[src/rtl/set_pkg.sv]
// Shared types and constants for the SET host driver.
// Holds the job payload layout, field widths, mode encodings and FSM states.
package set_pkg;

  localparam int unsigned COORD_W   = 4;
  localparam int unsigned CENTRAL_W = 6 * COORD_W;
  localparam int unsigned RADIUS_W  = 3 * COORD_W;
  localparam int unsigned MODE_W    = 2;
  localparam int unsigned CAND_W    = 8;
  localparam int unsigned DONE_W    = 16;

  localparam logic [MODE_W-1:0] MODE_A   = 2'b00;
  localparam logic [MODE_W-1:0] MODE_AB  = 2'b01;
  localparam logic [MODE_W-1:0] MODE_AXB = 2'b10;
  localparam logic [MODE_W-1:0] MODE_TWO = 2'b11;

  // Job payload as stored in the queue (tag is appended separately).
  typedef struct packed {
    logic [CENTRAL_W-1:0] central;
    logic [RADIUS_W-1:0]  radius;
    logic [MODE_W-1:0]    mode;
  } job_t;

  typedef enum logic [2:0] {
    ST_IDLE,
    ST_ISSUE,
    ST_WAIT_BUSY,
    ST_WAIT_VALID,
    ST_RESULT
  } state_t;

endpackage

[src/rtl/set_job_fifo.sv]
// Synchronous job queue with registered full/empty flags.
// Head entry is presented combinationally from the storage array.
module set_job_fifo #(
  parameter int unsigned DEPTH = 4,
  parameter int unsigned WIDTH = 8
) (
  input  logic             clk,
  input  logic             rst_n,
  input  logic             wr_en,
  input  logic [WIDTH-1:0] wr_data,
  input  logic             rd_en,
  output logic [WIDTH-1:0] rd_data,
  output logic             full,
  output logic             empty
);

  localparam int unsigned AW = $clog2(DEPTH);
  localparam int unsigned CW = AW + 1;

  logic [WIDTH-1:0] mem [DEPTH];
  logic [AW-1:0]    wr_ptr;
  logic [AW-1:0]    rd_ptr;
  logic [CW-1:0]    count;
  logic [CW-1:0]    count_nxt;
  logic             wr_ok;
  logic             rd_ok;

  // A write into a full queue is only legal when the head leaves in the same cycle.
  assign rd_ok   = rd_en && !empty;
  assign wr_ok   = wr_en && (!full || rd_ok);
  assign rd_data = mem[rd_ptr];

  always_comb begin
    count_nxt = count;
    case ({wr_ok, rd_ok})
      2'b10:   count_nxt = count + CW'(1);
      2'b01:   count_nxt = count - CW'(1);
      default: count_nxt = count;
    endcase
  end

  always_ff @(posedge clk) begin
    if (wr_ok) begin
      mem[wr_ptr] <= wr_data;
    end
  end

  always_ff @(posedge clk or negedge rst_n) begin
    if (!rst_n) begin
      wr_ptr <= '0;
      rd_ptr <= '0;
      count  <= '0;
      full   <= 1'b0;
      empty  <= 1'b1;
    end else begin
      if (wr_ok) begin
        wr_ptr <= wr_ptr + AW'(1);
      end
      if (rd_ok) begin
        rd_ptr <= rd_ptr + AW'(1);
      end
      count <= count_nxt;
      full  <= (count_nxt == CW'(DEPTH));
      empty <= (count_nxt == '0);
    end
  end

endmodule

[src/rtl/set_host.sv]
// Host-side driver for the SET candidate-counting engine: queues jobs, launches
// them one at a time, collects or times out the response and hands it downstream.
module set_host
  import set_pkg::*;
#(
  parameter int unsigned DEPTH   = 4,
  parameter int unsigned TAG_W   = 4,
  parameter int unsigned TIMEOUT = 1024
) (
  input  logic                 clk,
  input  logic                 rst_n,
  input  logic                 job_valid,
  output logic                 job_ready,
  input  logic [CENTRAL_W-1:0] job_central,
  input  logic [RADIUS_W-1:0]  job_radius,
  input  logic [MODE_W-1:0]    job_mode,
  input  logic [TAG_W-1:0]     job_tag,
  output logic                 set_en,
  output logic [CENTRAL_W-1:0] set_central,
  output logic [RADIUS_W-1:0]  set_radius,
  output logic [MODE_W-1:0]    set_mode,
  input  logic                 set_busy,
  input  logic                 set_valid,
  input  logic [CAND_W-1:0]    set_candidate,
  output logic                 res_valid,
  input  logic                 res_ready,
  output logic [CAND_W-1:0]    res_candidate,
  output logic [TAG_W-1:0]     res_tag,
  output logic                 res_timeout,
  output logic [DONE_W-1:0]    jobs_done
);

  localparam int unsigned JOB_W    = $bits(job_t);
  localparam int unsigned FIFO_W   = JOB_W + TAG_W;
  localparam int unsigned CNT_W    = $clog2(TIMEOUT) + 1;
  // The counter expires when its next value would reach TIMEOUT-1.
  localparam int unsigned TMO_LAST = TIMEOUT - 2;

  state_t            state;
  state_t            state_nxt;
  logic [FIFO_W-1:0] wr_data;
  logic [FIFO_W-1:0] rd_data;
  job_t              head_job;
  logic [TAG_W-1:0]  head_tag;
  logic              fifo_full;
  logic              fifo_empty;
  logic              pop;
  logic              res_load;
  logic              res_tmo;
  logic              res_done;
  logic              cnt_clr;
  logic              cnt_inc;
  logic              tmo_hit;
  logic [CNT_W-1:0]  tmo_cnt;
  logic [TAG_W-1:0]  tag_q;

  assign wr_data   = {job_central, job_radius, job_mode, job_tag};
  assign head_job  = rd_data[FIFO_W-1:TAG_W];
  assign head_tag  = rd_data[TAG_W-1:0];
  assign job_ready = !fifo_full;
  assign tmo_hit   = (tmo_cnt == CNT_W'(TMO_LAST));

  set_job_fifo #(
    .DEPTH (DEPTH),
    .WIDTH (FIFO_W)
  ) u_fifo (
    .clk     (clk),
    .rst_n   (rst_n),
    .wr_en   (job_valid && job_ready),
    .wr_data (wr_data),
    .rd_en   (pop),
    .rd_data (rd_data),
    .full    (fifo_full),
    .empty   (fifo_empty)
  );

  always_ff @(posedge clk or negedge rst_n) begin
    if (!rst_n) begin
      state <= ST_IDLE;
    end else begin
      state <= state_nxt;
    end
  end

  // Next-state and per-cycle control strobes.
  always_comb begin
    state_nxt = state;
    pop       = 1'b0;
    res_load  = 1'b0;
    res_tmo   = 1'b0;
    res_done  = 1'b0;
    cnt_clr   = 1'b0;
    cnt_inc   = 1'b0;
    case (state)
      ST_IDLE: begin
        if (!fifo_empty && !set_busy && !res_valid) begin
          pop       = 1'b1;
          state_nxt = ST_ISSUE;
        end
      end
      ST_ISSUE: begin
        cnt_clr   = 1'b1;
        state_nxt = ST_WAIT_BUSY;
      end
      ST_WAIT_BUSY: begin
        cnt_inc = 1'b1;
        if (set_valid) begin
          res_load  = 1'b1;
          state_nxt = ST_RESULT;
        end else if (tmo_hit) begin
          res_load  = 1'b1;
          res_tmo   = 1'b1;
          state_nxt = ST_RESULT;
        end else if (set_busy) begin
          state_nxt = ST_WAIT_VALID;
        end
      end
      ST_WAIT_VALID: begin
        cnt_inc = 1'b1;
        if (set_valid) begin
          res_load  = 1'b1;
          state_nxt = ST_RESULT;
        end else if (tmo_hit) begin
          res_load  = 1'b1;
          res_tmo   = 1'b1;
          state_nxt = ST_RESULT;
        end
      end
      ST_RESULT: begin
        if (res_ready) begin
          res_done  = 1'b1;
          state_nxt = ST_IDLE;
        end
      end
      default: state_nxt = ST_IDLE;
    endcase
  end

  // Launch registers: loaded on pop, strobe lasts exactly the ISSUE cycle.
  always_ff @(posedge clk or negedge rst_n) begin
    if (!rst_n) begin
      set_en      <= 1'b0;
      set_central <= '0;
      set_radius  <= '0;
      set_mode    <= '0;
      tag_q       <= '0;
    end else begin
      set_en <= pop;
      if (pop) begin
        set_central <= head_job.central;
        set_radius  <= head_job.radius;
        set_mode    <= head_job.mode;
        tag_q       <= head_tag;
      end
    end
  end

  always_ff @(posedge clk or negedge rst_n) begin
    if (!rst_n) begin
      tmo_cnt <= '0;
    end else if (cnt_clr) begin
      tmo_cnt <= '0;
    end else if (cnt_inc) begin
      tmo_cnt <= tmo_cnt + CNT_W'(1);
    end
  end

  // Result register holds steady until the downstream handshake.
  always_ff @(posedge clk or negedge rst_n) begin
    if (!rst_n) begin
      res_valid     <= 1'b0;
      res_candidate <= '0;
      res_tag       <= '0;
      res_timeout   <= 1'b0;
      jobs_done     <= '0;
    end else if (res_load) begin
      res_valid     <= 1'b1;
      res_candidate <= res_tmo ? '0 : set_candidate;
      res_tag       <= tag_q;
      res_timeout   <= res_tmo;
    end else if (res_done) begin
      res_valid <= 1'b0;
      jobs_done <= jobs_done + DONE_W'(1);
    end
  end

endmodule
[config.mk]
export PLATFORM = sky130hd
export DESIGN_NAME = set_host
export DESIGN_NICKNAME = d
export VERILOG_FILES = /design/src/rtl/set_pkg.sv /design/src/rtl/set_job_fifo.sv /design/src/rtl/set_host.sv
export SDC_FILE = /design/constraint.sdc
export NUM_CORES = 1
export LEC_CHECK = 0
export CORE_ASPECT_RATIO = 2
export CORE_MARGIN = 2
export CORE_UTILIZATION = 52
export CTS_CLUSTER_DIAMETER = 120
export CTS_CLUSTER_SIZE = 12
export DETAILED_ROUTE_END_ITERATION = 10
export GPL_ROUTABILITY_DRIVEN = 0
export PLACE_DENSITY = 0.74
export SYNTH_ARGS = -nofsm -noshare
export SYNTH_HDL_FRONTEND = slang
export SYNTH_HIERARCHICAL = 1
export SYNTH_SLANG_ARGS = --single-unit
[constraint.sdc]
create_clock -name clk -period 4.9 [get_ports clk]
set_input_delay 0.735 -clock clk [delete_from_list [all_inputs] [get_ports clk]]
set_output_delay 0.735 -clock clk [all_outputs]
set_load 0.005 [all_outputs]
==> out/results.ini, run 1 <==
[cells_and_area]
drive_gt1_frac = 0.183
multi_input_area_sq_um = 2540
fin_util = 0.640
nFillCells = 1396
fin_nets = 735
regArea_sq_um = 7450
mostFrequentLayoutCells = edfxtp_1, clkdlybuf4s50_1, dfrtp_1
synthToLayoutAreaGrowth_pct = 20.9
final_common_cell = edfxtp_1

[worst_setup_path]
slowest_stage = and2_2
r2r_end = u_fifo/mem[1][19]
reg2reg_from = state[2]
worst-r2r-cell-count = 6
critPathBufInv = 2
startpoint_type = input pin
worstSetupEndpointType = register
timing.reg2reg.setup_slack_ns = 2.02
max_stage_delay_ns = 1.01
crit_arrival_ns = 3.13
crit_chain = clkdlybuf4s50_1 -> nor4_2 -> nand2_2 -> inv_1 -> nand2b_1 -> a21boi_2 -> and2_2
critPathMaxFanout = 42
timing.setup.critical_path_class = in2reg
cp_data_required_time_ns = 5.02
critPathTopFamily = simple AND/OR/NAND/NOR gates

[synth]
avgSynthCellArea_sq_um = 19.1
synth.area.top_cells = edfxtp_1, dfrtp_1, mux4_2
ys.flop_type = edfxtp_1
synth_edf_count = 168
seq_area_frac_synth = 0.729
syn-cell-area_sq_um = 10200
ys_types = 47
ys_ff_latch = 264
yosysTopAreaCellShare = 0.494
yosysTopAreaCell = edfxtp_1
syn-num-nets = 601
synthCells = 536
async_flop_share = 0.364
ys_warn_count = 6

[cts]
cts.clk_slew.worst_paths_ns = 0.06
hold_buffers = 0
htreeDepth = 1
cts-buffers-inserted = 25
cts_setup_buffers = 0
cts_sinks = 264
ctsLongestPathBuffers = 3
tritoncts = built
cts.repair.resized = 0
clk_latency_ns = 0.51
root_buffer = clkbuf_16

[timing]
timing_max_transition_violations_final = 0
fin_crit_ns = 3.01
finalHoldViolCount = 0
fin_setup_tns_ns = 0
fin_skew_ns = 0.0106
slew_headroom = 0.206
worst_slew_pin_slew_ns = 1.19
fin_crit_sh = 0.615
max_freq_mhz = 332
setup_violations = 0
whs_ns = 0.293
rsz0062_at_grt = no

[run]
drv_cap = 0

[global_route]
antenna_found_initial = 3
grt_pass1_vias = 5661
grt_usage = 0.192
grt_overflow = 0
grt_pass1_wl_um = 30400
grt_max_degree = 57

[routing]
drc_errors = 0
viasPerCell = 5.52
wl_per_cell_um = 20.6
vias = 5237
drt_iter0_drc = 210
dr.pass1.iters = 4
wl_um = 19500
detail-route-antenna-nets = 0

[power]
p_leak_nw = 4.52
power_density_nw_per_um2 = 557
pwr-share-clk = 0.249
seqPwrFrac = 0.493
swShare = 0.271
p_comb_frac = 0.258
p_total_mw = 6.88
switching_power_mw = 1.86
peakVddDrop_mv = 0.378
p_int_mw = 5.02

[die]
start_util = 0.530
ioPinCount = 126
die_area_sq_um = 20800
core_sq_um = 19300
rows = 72
chipHeight_um = 202
die_w_um = 103

[place]
portBuffers = 125
hpwl_um = 12500

[run_status]
status = complete, no violations

[hold_path]
min_path_type = in2async

state kept, by name, summed over array words and instances (netlist names), 4 cells and up:
signal	cells
set_radius	12
jobs_done	16
tag_q	4
u_fifo/mem	168
set_central	24
res_tag	4
res_candidate	8
tmo_cnt	11
how the worst max path moves through the flow:
stage                  start           endpoint  slack (ns)  cells after the start
floorplan           set_busy   u_fifo/mem[0][0]        1.65                      7
global placement    set_busy  u_fifo/mem[3][14]        1.47                      7
detailed placement  set_busy  u_fifo/mem[3][19]        1.36                      7
CTS                 set_busy  u_fifo/mem[3][19]        1.88                      7
global route        set_busy        u_fifo/full        1.68                     13
finish              set_busy  u_fifo/mem[1][19]        1.89                      7
per-layer routing:
layer	share of wire	GRT usage
met5	0.00061	0
met4	0.021	0.0578
met3	0.046	0.0346
met2	0.57	0.357
met1	0.37	0.218
layout make-up:
type / instances / share of cell area
Tap cell: 259 / 0.0262
Multi-Input combinational cell: 236 / 0.206
Antenna cell: 2 / 0.000405
Clock buffer: 45 / 0.0568
Timing Repair Buffer: 127 / 0.102
Sequential cell: 264 / 0.604
Inverter: 16 / 0.00486
synth_stat cells, drive strengths merged (2+ instances only):
| cell | instances |
|---|---|
| and2 | 7 |
| nand2b | 2 |
| nor2 | 13 |
| a22o | 9 |
| a21oi | 4 |
| ha | 8 |
| nand2 | 21 |
| and4 | 4 |
| xnor2 | 19 |
| xor2 | 8 |
| edfxtp | 168 |
| dfrtp | 95 |
| nand3 | 6 |
| or3 | 2 |
| o21ai | 6 |
| nor4 | 6 |
| nor2b | 3 |
| clkbuf | 2 |
| inv | 16 |
| nor3 | 2 |
| nor3b | 4 |
| mux4 | 42 |
| buf | 18 |
| mux2 | 49 |
| nand4 | 6 |
power groups by stage:
stage / sequential, mW / combinational [mW] / clock [mW]
3_3_place_gp: 3.41 / 1.74 / 0
6_report: 3.39 / 1.77 / 1.71
2_1_floorplan: 3.21 / 1.23 / 0
5_1_grt: 3.48 / 1.92 / 1.85
4_1_cts: 3.41 / 1.81 / 1.76
3_5_place_dp: 3.45 / 1.80 / 0
metrics by stage:
step | std cells | worst slack [ns] | instance area [sq um]
final | 949 | 1.89 | 12300
after global routing | 948 | 1.68 | 12300
after CTS | 947 | 1.88 | 12300
after detailed placement | 902 | 1.36 | 11600
after global placement | 902 | 1.47 | 11600
after floorplan | 536 | 1.65 | 10200
cell families (layout without fill, tap and decap cells):
group	after synthesis	after routing	share of synthesized area
flops	264	264	0.729
mux	92	92	0.149
simple gates	82	82	0.0448
buf+inv	36	188	0.0228
xor+xnor	27	27	0.0232
compound gates	26	26	0.0190
fa+ha+maj	9	9	0.0118
other cells	0	2	0
Power figures use the tool's default switching activity.
==> inputs of run 2 (changes only) <==
- clock period: 4.9 -> 3 ns (I/O delays scaled with it)
==> run 2 against run 1 <==
  * Via count is 0.73% higher
  * Sequential cell count stayed put
  * Die area stayed put
  * Routed wire length is 2.7% lower
  * Critical endpoint is now u_fifo/empty
  * Largest power group unchanged
  * Highest routed layer is now met4
==> out/results.ini, run 2 (synthesis results as in run 1) <==
[cts]
ctsLongestPathBuffers = 3
cts_sinks = 264
tritoncts = built
cts-buffers-inserted = 25
hold_buffers = 0
htreeDepth = 1
root_buffer = clkbuf_16
cts.repair.resized = 0
clk_latency_ns = 0.52
cts.clk_slew.worst_paths_ns = 0.06
cts_setup_buffers = 0

[global_route]
use_met2 = 0.349
met3_usage = 0.0301
grt_usage = 0.188
antenna_found_initial = 0
met1_usage = 0.216
grt_pass1_wl_um = 30000
busiest_layer = met2
grt_max_degree = 78
grt_pass1_vias = 5734
grt_overflow = 0

[die]
die_area_sq_um = 20800
rows = 72
ioPinCount = 126
chipHeight_um = 202
core_sq_um = 19300
start_util = 0.530
die_w_um = 103

[worst_setup_path]
critPathMaxFanout = 9
startpoint_type = register
worst-r2r-cell-count = 11
cp_data_required_time_ns = 3.45
timing.setup.critical_path_class = reg2reg
crit_arrival_ns = 3.05
worstSetupEndpointType = register

[timing]
rsz0062_at_grt = no
fin_crit_ns = 2.60
fin_skew_ns = 0.0200
finalHoldViolCount = 0
slew_headroom = 0.326
worst_slew_pin_slew_ns = 1.01
fin_crit_sh = 0.868
fin_setup_tns_ns = 0
timing_max_transition_violations_final = 0
setup_violations = 0
max_freq_mhz = 384

[hold_path]
min_path_type = in2async

[routing]
drt_iter0_drc = 229
viasPerCell = 5.49
vias = 5275
detail-route-antenna-nets = 0
dr.pass1.iters = 4
wl_per_cell_um = 19.8
wl_um = 19000
drc_errors = 0

[cells_and_area]
synthToLayoutAreaGrowth_pct = 22.5
mostFrequentLayoutCells = edfxtp_1, clkdlybuf4s50_1, dfrtp_1
top_register = u_fifo/mem
fin_util = 0.649
reg.largest.list = u_fifo/mem: 168 flops, set_central: 24 flops, jobs_done: 16 flops
fin_nets = 749
largest_reg_flops = 168
fin_area_sq_um = 12500
final_cells = 960
n_antenna_cell = 0
final_common_cell = edfxtp_1
drive_gt1_frac = 0.201

[place]
dp_cells = 916
portBuffers = 125
hpwl_um = 12400
placed_cell_area_sq_um = 11800

[power]
power_density_nw_per_um2 = 906
p_total_mw = 11.3
p_leak_nw = 4.61
peakVddDrop_mv = 0.636

[run_status]
status = complete, no violations

[run]
drv_cap = 0

## run 2: cell types whose count changed in the layout (fill, tap and decap cells not counted)
cell	before	now
clkbuf_1	20	18
inv_6	0	1
buf_4	3	12
diode_2	2	0
buf_12	0	5
## run 2: layout make-up
type                            count  area, sq um
Clock inverter                      1         8.76
Fill cell                        1404         6770
Inverter                           16         60.1
Timing Repair Buffer              141         1430
Tap cell                          259          324
Sequential cell                   264         7450
Multi-Input combinational cell    236         2540
Clock buffer                       43          693
## run 2: worst paths after layout
| kind | startpoint | to | slack, ns |
|---|---|---|---|
| worst min register to register | jobs_done[15] | jobs_done[15] | 0.47 |
| min in group clk | jobs_done[15] | jobs_done[15] | 0.47 |
| worst max-delay path | state[2] | u_fifo/empty | 0.40 |
| worst min-delay path | rst_n | tmo_cnt[1] | 0.08 |
| worst max register to register | state[2] | u_fifo/empty | 0.40 |
| max in group asynchronous | rst_n | set_central[5] | 2.13 |
## run 2: per-stage QoR
stage,worst slack [ns],hold WS (ns)
global route,0.222,0.176
CTS,0.409,0.139
global placement,0.159,0.464
detailed placement,0.0401,0.465
finish,0.395,0.0778
floorplan,0.227,0.154
## run 2: per-layer routing
| metal | vias up | wire, um |
|---|---|---|
| li1 | 2364 | - |
| met1 | 2747 | 6950 |
| met2 | 130 | 10800 |
| met3 | 34 | 802 |
| met4 | 0 | 435 |
| met5 | - | 0 |
## run 2: power by group
group          total (mW)  internal [mW]  switching (mW)
Sequential           5.42           4.83           0.586
Combinational        3.15           1.89            1.25
Clock                2.77           1.56            1.21
Total                11.3           8.28            3.05
## run 2: worst max-delay path: stages, from the launching register on
cell	delay [ns]
dfrtp_1	0.48
nor4_2	0.41
nand2_2	0.09
inv_1	0.08
nand2b_1	0.12
a21boi_2	0.19
inv_1	0.06
ha_1	0.21
inv_1	0.07
fa_1	0.41
nor2b_1	0.17
a32o_1	0.26
